--- config.mk ---
export PLATFORM = sky130hd
export DESIGN_NAME = muldiv_unit
export DESIGN_NICKNAME = d
export VERILOG_FILES = /design/src/rtl/muldiv_pkg.sv /design/src/rtl/muldiv_iter.sv /design/src/rtl/muldiv_unit.sv
export SDC_FILE = /design/constraint.sdc
export NUM_CORES = 2
export LEC_CHECK = 0
export CORE_ASPECT_RATIO = 1.4
export CORE_MARGIN = 3
export CORE_UTILIZATION = 55
export DETAILED_ROUTE_END_ITERATION = 6
export HOLD_SLACK_MARGIN = 0.12
export PLACE_DENSITY = 0.84
export SLEW_MARGIN = 20
export SYNTH_ARGS = -nofsm -noshare
export SYNTH_HDL_FRONTEND = slang
export SYNTH_HIERARCHICAL = 1
export SYNTH_SLANG_ARGS = --single-unit
--- constraint.sdc ---
create_clock -name clk -period 7.4 [get_ports clk]
set_input_delay 1.11 -clock clk [delete_from_list [all_inputs] [get_ports clk]]
set_output_delay 1.11 -clock clk [all_outputs]
set_load 0.03 [all_outputs]
--- src/rtl/muldiv_pkg.sv ---
// Shared types and constants for the iterative multiply/divide unit.
// Holds the opcode enum, FSM state enum, decode bundle and special results.
package muldiv_pkg;

    typedef enum logic [3:0] {
        OP_MUL    = 4'd0,
        OP_MULH   = 4'd1,
        OP_MULHSU = 4'd2,
        OP_MULHU  = 4'd3,
        OP_DIV    = 4'd4,
        OP_DIVU   = 4'd5,
        OP_REM    = 4'd6,
        OP_REMU   = 4'd7,
        OP_MULW   = 4'd8,
        OP_DIVW   = 4'd9,
        OP_DIVUW  = 4'd10,
        OP_REMW   = 4'd11,
        OP_REMUW  = 4'd12
    } md_op_t;

    typedef enum logic [1:0] {
        ST_IDLE = 2'd0,
        ST_CALC = 2'd1,
        ST_DONE = 2'd2
    } md_state_t;

    typedef struct packed {
        logic legal;
        logic mul;
        logic w;
        logic sa;
        logic sb;
        logic hi;
        logic rem;
    } md_dec_t;

    localparam logic [63:0] QUO_DIV0 = '1;
    localparam logic [63:0] REM_OVF  = '0;

    // W ops decode as illegal on a 32-bit datapath.
    function automatic md_dec_t md_decode(md_op_t op, logic has_w);
        md_dec_t d;
        d       = '0;
        d.legal = 1'b1;
        case (op)
            OP_MUL:    d.mul = 1'b1;
            OP_MULH:   begin d.mul = 1'b1; d.sa = 1'b1; d.sb = 1'b1; d.hi = 1'b1; end
            OP_MULHSU: begin d.mul = 1'b1; d.sa = 1'b1; d.hi = 1'b1; end
            OP_MULHU:  begin d.mul = 1'b1; d.hi = 1'b1; end
            OP_DIV:    begin d.sa = 1'b1; d.sb = 1'b1; end
            OP_DIVU:   d.legal = 1'b1;
            OP_REM:    begin d.sa = 1'b1; d.sb = 1'b1; d.rem = 1'b1; end
            OP_REMU:   d.rem = 1'b1;
            OP_MULW:   begin d.mul = 1'b1; d.w = 1'b1; end
            OP_DIVW:   begin d.w = 1'b1; d.sa = 1'b1; d.sb = 1'b1; end
            OP_DIVUW:  d.w = 1'b1;
            OP_REMW:   begin d.w = 1'b1; d.sa = 1'b1; d.sb = 1'b1; d.rem = 1'b1; end
            OP_REMUW:  begin d.w = 1'b1; d.rem = 1'b1; end
            default:   d.legal = 1'b0;
        endcase
        if (d.w && !has_w) begin
            d = '0;
        end
        return d;
    endfunction

endpackage

--- src/rtl/muldiv_iter.sv ---
// Bit-serial unsigned shift-add multiplier / restoring divider core.
// Ports: start_i/kill_i control, mul_i/w_i mode, a_i/b_i magnitudes, acc_o/done_o.
module muldiv_iter #(
    parameter int XLEN = 64
) (
    input  logic              clk,
    input  logic              reset_n,
    input  logic              start_i,
    input  logic              kill_i,
    input  logic              mul_i,
    input  logic              w_i,
    input  logic [XLEN-1:0]   a_i,
    input  logic [XLEN-1:0]   b_i,
    output logic [2*XLEN-1:0] acc_o,
    output logic              done_o
);

    logic [2*XLEN-1:0] acc_q, acc_d, mul_nxt, div_nxt;
    logic [XLEN-1:0]   b_q;
    logic [6:0]        cnt_q, last;
    logic              run_q, mul_q, w_q;
    logic [XLEN:0]     sum, rem_sh, diff;

    // Multiply: {hi, multiplier} shifts right, adding b when the lsb is set.
    // Divide: {rem, quo} shifts left, subtracting b when it fits.
    always_comb begin
        sum     = {1'b0, acc_q[2*XLEN-1:XLEN]} + (acc_q[0] ? {1'b0, b_q} : '0);
        mul_nxt = {sum, acc_q[XLEN-1:1]};
        rem_sh  = acc_q[2*XLEN-1:XLEN-1];
        diff    = rem_sh - {1'b0, b_q};
        div_nxt = diff[XLEN] ? {rem_sh[XLEN-1:0], acc_q[XLEN-2:0], 1'b0}
                             : {diff[XLEN-1:0], acc_q[XLEN-2:0], 1'b1};
        acc_d   = mul_q ? mul_nxt : div_nxt;
        last    = w_q ? 7'd31 : 7'(XLEN - 1);
        done_o  = run_q && (cnt_q == last);
        acc_o   = acc_q;
    end

    // A 32-step divide needs its dividend in the top half of the quotient field.
    always_ff @(posedge clk) begin
        if (!reset_n) begin
            acc_q <= '0;
            b_q   <= '0;
            cnt_q <= '0;
            run_q <= 1'b0;
            mul_q <= 1'b0;
            w_q   <= 1'b0;
        end else if (kill_i) begin
            run_q <= 1'b0;
        end else if (start_i) begin
            acc_q <= {{XLEN{1'b0}}, (w_i && !mul_i) ? (a_i << 32) : a_i};
            b_q   <= b_i;
            cnt_q <= '0;
            run_q <= 1'b1;
            mul_q <= mul_i;
            w_q   <= w_i;
        end else if (run_q) begin
            acc_q <= acc_d;
            cnt_q <= cnt_q + 7'd1;
            if (done_o) begin
                run_q <= 1'b0;
            end
        end
    end

endmodule

--- src/rtl/muldiv_unit.sv ---
// Iterative RISC-V M-extension unit: operand prep, sign fix-up, W sign extension.
// Ports: in_* accept handshake, out_* result handshake, flush abort, busy status.
module muldiv_unit
    import muldiv_pkg::*;
#(
    parameter int XLEN  = 64,
    parameter int TAG_W = 5
) (
    input  logic             clk,
    input  logic             reset_n,
    input  logic             in_valid,
    output logic             in_ready,
    input  md_op_t           in_op,
    input  logic [XLEN-1:0]  in_a,
    input  logic [XLEN-1:0]  in_b,
    input  logic [TAG_W-1:0] in_tag,
    input  logic             flush,
    output logic             out_valid,
    input  logic             out_ready,
    output logic [XLEN-1:0]  out_result,
    output logic [TAG_W-1:0] out_tag,
    output logic             busy
);

    md_state_t         state_q, state_d;
    md_dec_t           dec;
    logic              accept, it_done;
    logic              neg_a, neg_b, div0, ovf, special, neg_res;
    logic [XLEN-1:0]   a_w, b_w, a_mag, b_mag, min_mag, spec_val;
    logic [TAG_W-1:0]  tag_q;
    logic              mul_q, w_q, hi_q, rem_q, neg_q, spec_q;
    logic [XLEN-1:0]   spec_val_q;
    logic [2*XLEN-1:0] acc, prod;
    logic [XLEN-1:0]   dval, dres, raw, res;

    assign accept = in_valid && in_ready && !flush;

    always_comb begin
        dec     = md_decode(in_op, XLEN == 64);
        a_w     = dec.w ? (dec.sa ? XLEN'(signed'(in_a[31:0])) : XLEN'(in_a[31:0])) : in_a;
        b_w     = dec.w ? (dec.sb ? XLEN'(signed'(in_b[31:0])) : XLEN'(in_b[31:0])) : in_b;
        neg_a   = dec.sa && a_w[XLEN-1];
        neg_b   = dec.sb && b_w[XLEN-1];
        a_mag   = neg_a ? -a_w : a_w;
        b_mag   = neg_b ? -b_w : b_w;
        min_mag = XLEN'(1) << (dec.w ? 31 : XLEN - 1);
        div0    = dec.legal && !dec.mul && (b_w == '0);
        ovf     = dec.legal && !dec.mul && dec.sa && neg_a
                  && (a_mag == min_mag) && (b_w == '1);
        special = !dec.legal || div0 || ovf;
        spec_val = '0;
        if (div0) begin
            spec_val = dec.rem ? a_w : QUO_DIV0[XLEN-1:0];
        end else if (ovf) begin
            spec_val = dec.rem ? REM_OVF[XLEN-1:0] : a_w;
        end
        neg_res = dec.rem ? neg_a : (neg_a ^ neg_b);
    end

    always_ff @(posedge clk) begin
        if (!reset_n) begin
            tag_q      <= '0;
            mul_q      <= 1'b0;
            w_q        <= 1'b0;
            hi_q       <= 1'b0;
            rem_q      <= 1'b0;
            neg_q      <= 1'b0;
            spec_q     <= 1'b0;
            spec_val_q <= '0;
        end else if (accept) begin
            tag_q      <= in_tag;
            mul_q      <= dec.mul;
            w_q        <= dec.w;
            hi_q       <= dec.hi;
            rem_q      <= dec.rem;
            neg_q      <= neg_res;
            spec_q     <= special;
            spec_val_q <= spec_val;
        end
    end

    muldiv_iter #(.XLEN(XLEN)) u_iter (
        .clk     (clk),
        .reset_n (reset_n),
        .start_i (accept && !special),
        .kill_i  (flush),
        .mul_i   (dec.mul),
        .w_i     (dec.w),
        .a_i     (a_mag),
        .b_i     (b_mag),
        .acc_o   (acc),
        .done_o  (it_done)
    );

    // A 32-step multiply leaves the low product word at acc[XLEN-1:XLEN-32].
    always_comb begin
        prod = neg_q ? -acc : acc;
        dval = rem_q ? acc[2*XLEN-1:XLEN] : acc[XLEN-1:0];
        dres = neg_q ? -dval : dval;
        if (spec_q) begin
            raw = spec_val_q;
        end else if (mul_q && w_q) begin
            raw = XLEN'(acc[XLEN-1:XLEN-32]);
        end else if (mul_q) begin
            raw = hi_q ? prod[2*XLEN-1:XLEN] : prod[XLEN-1:0];
        end else begin
            raw = dres;
        end
        res = w_q ? XLEN'(signed'(raw[31:0])) : raw;
    end

    always_ff @(posedge clk) begin
        if (!reset_n) begin
            state_q <= ST_IDLE;
        end else begin
            state_q <= state_d;
        end
    end

    always_comb begin
        state_d = state_q;
        case (state_q)
            ST_IDLE: if (accept)    state_d = special ? ST_DONE : ST_CALC;
            ST_CALC: if (it_done)   state_d = ST_DONE;
            ST_DONE: if (out_ready) state_d = ST_IDLE;
            default:                state_d = ST_IDLE;
        endcase
        if (flush) begin
            state_d = ST_IDLE;
        end
    end

    always_comb begin
        in_ready   = (state_q == ST_IDLE);
        out_valid  = (state_q == ST_DONE);
        busy       = (state_q != ST_IDLE);
        out_result = out_valid ? res : '0;
        out_tag    = out_valid ? tag_q : '0;
    end

endmodule
==> reports/qor.csv <==
metric,value,unit
status,finished with violations,
failing checks,DRC,
DR iter-0 viols,6795,
DRC viols,6,
Fillers,5868,
CTS tree,yes,
crit end category,output port,
fin crit period,7.30,ns
register area share after synthesis,0.162,
crit-path leading delay family,simple AND/OR/NAND/NOR gates,
clk sinks,279,
GPL Wtd Cong,1.14,
critical hold path startpoint,tag_q[4]$_SDFFE_PN0P_,
"Cell Area, Synth",34500,um2
layout cell share with drive strength beyond 1,0.0824,
CTS Root Cell,clkbuf_16,
vias in the first global route,40200,
FF-to-FF path depth,16,
Initial Utilization,0.557,
Total GRT Usage,0.530,
area post-placement,37800,um2
Critical R2R Launch,u_iter/acc_o[0]$_SDFFE_PN0P_,
hold buffers post-CTS,0,
Worst Path Required,6.29,ns
Die Area,65900,um2
Setup TNS Final,0,ns
CP max-delay cell,xor2_1,
input/output buffers,213,
final wirelength,181,mm
H-tree lvl count,1,
top-area cell type share of the netlist area,0.162,
largest fanout on the critical path,42,
clk_lat worst skew,0.65,ns
Worst VDD drop,0.000198,V
global-route wire length before repair,262,mm
"Setup violations, final",0,
syn nets,5330,
setup repair after global routing missed its margin,false,
placed wire-length estimate,137,mm
Pins Over Slew Limit,0,
max_cap viols,0,
Post-synth top flop,dfxtp_1,
Synth area leaders,"dfxtp_1 16%, nand2_1 7.1%, a21oi_1 6.0%",
Vias,43300,
asr flop ratio synth,0,
Setup CP Type,reg -> out,
crit start category,flop,
FF+latch area,5600,um2
initial antenna violation count,18,
largest net degree at the start of global routing,114,
post-synth top area cell,dfxtp_1,
Worst-Margin Slew,1.33,ns
Area growth syn-to-layout,13.0,%
multi-input logic area,27100,um2
hold depth,2,
CTS Buf Count,30,
detailed-router iteration count before antenna repair,7,
post-synthesis cell count,5051,
Clock Skew,0.0587,ns
Synth top cells by count,"655 x nand2_1, 427 x nor2_1, 416 x a21oi_1",
maximum buffer depth of the clock tree,3,
Final #Nets,5401,
critical path depth,10,
area of the core,62000,um2
Final Hold Viols,0,
Synth Warn #,6,
cell chain of the critical path,or3b_2 > a222oi_1 > nand4b_1 > or2_2 > or3_1 > o21ai_0 > xor2_1 > o22ai_1 > nor3_1 > clkdlybuf4s50_1,
clock slew at reported path FFs,0.07,ns
fin area,39000,um2
Leakage,14.8,nW
Post-CTS Setup Inserts,0,
Syn Area/Cell,6.84,um2
die height,303,um
Worst Path Buf+Inv,1,
Avg WL per Cell,30.3,um
crit-path max cell delay,0.86,ns
Yosys cell types,110,
# IOs,214,
std cell rows,108,
"EDFF count, synth",0,
via/cell ratio,7.25,
slew margin rel.,0.111,
cts repair resizes,0,
grt ovf,0,
Max Freq,137,MHz
min-delay worst type,reg -> reg,
Power Density,144,nW/um2
Die X,218,um
final antenna-violating net count,0,
top-count cell post-synth,nand2_1,
CP arrival,6.19,ns
#FFs+latches synth,279,
"Period Utilization, post-route",0.986,
Setup crit start,rem_q$_SDFFE_PN0P_,
-- final cells by class --
cell class | instances | share of cell area
flip-flops and latches | 279 | 0.144
clock buffers | 40 | 0.0228
inverters | 133 | 0.0128
repair buffers | 416 | 0.0946
well taps | 825 | 0.0265
clock inverters | 14 | 0.00353
multi-input cells | 4262 | 0.696
diodes | 10 | 0.000641
-- layer usage --
layer | share of wire | track usage
met5 | 0.00039 | 0
met4 | 0.13 | 0.534
met2 | 0.43 | 0.818
met1 | 0.32 | 0.543
met3 | 0.13 | 0.197
-- state kept, by name, summed over array words and instances, names as in the netlist --
signal,flops
hi_q,1
mul_q,1
neg_q,1
rem_q,1
spec_q,1
spec_val_q,64
state_q,2
tag_q,5
u_iter/acc_o,128
u_iter/b_q,64
u_iter/cnt_q,7
u_iter/mul_q,1
u_iter/run_q,1
u_iter/w_q,1
w_q,1
-- kinds of logic (layout without fill, tap and decap cells) --
| logic type | Yosys count | in the layout | share of synthesized area |
|---|---|---|---|
| compound gates | 1614 | 1614 | 0.308 |
| xor+xnor | 360 | 360 | 0.0921 |
| fa+ha+maj | 137 | 137 | 0.0501 |
| buf+inv | 510 | 603 | 0.0585 |
| flops | 279 | 279 | 0.162 |
| mux | 160 | 160 | 0.0475 |
| other cells | 0 | 10 | 0 |
| simple gates | 1991 | 1991 | 0.282 |
-- path summary, 6_finish.rpt --
check | to | slack [ns]
max | out_result[35] | 0.10
min | tag_q[4]$_SDFFE_PN0P_ | 0.46
max reg2reg | u_iter/acc_o[125]$_SDFFE_PN0P_ | 2.04
min reg2reg | tag_q[4]$_SDFFE_PN0P_ | 0.46
-- tightest hold or removal path, delay by kind of cell, from the launching register on --
family	cells	cell delay (ns)
flip-flops	1	0.31
AO/OA/AOI/OAI	1	0.05
AND/OR/NAND/NOR	1	0.05
-- report_power, final --
group          switching [W]  internal [W]
combinational        0.00166      0.000777
clock               0.000722      0.000884
sequential         0.0000541       0.00152
-- layout by cell type (no fill, tap or decap), drive strengths merged, types with 36 or more instances in the layout --
cell	Yosys	final
ha	135	135
xor2	152	152
inv	130	132
nor2	427	427
xnor2	208	208
and2	87	87
a21oi	417	417
mux2i	138	138
o31ai	76	76
o22ai	59	59
a21boi	108	108
or3	58	58
nor4	98	98
nand3	92	92
nand2b	44	44
clkbuf	297	40
o21ai	352	352
o211ai	47	47
dfxtp	279	279
a21o	71	71
nand2	657	657
nor3	159	159
nand4	82	82
clkdlybuf4s50	0	211
buf	80	205
a31oi	41	41
or4	47	47
a22oi	36	36
a211oi	119	119
nor2b	108	108
-- through the flow --
stage                     worst slack [ns]  total power, W   util  instances  hold slack [ns]
final                                0.102         0.00562  0.629       5979            0.455
after global routing                0.0678         0.00573  0.629       5970            0.478
after CTS                            0.347         0.00541  0.626       5966            0.454
after detailed placement             0.133         0.00384  0.610       5912            0.445
after global placement               0.213         0.00385  0.610       5911            0.437
after floorplan                     0.0381         0.00296      -       5051            0.422
Power figures use the tool's default switching activity.
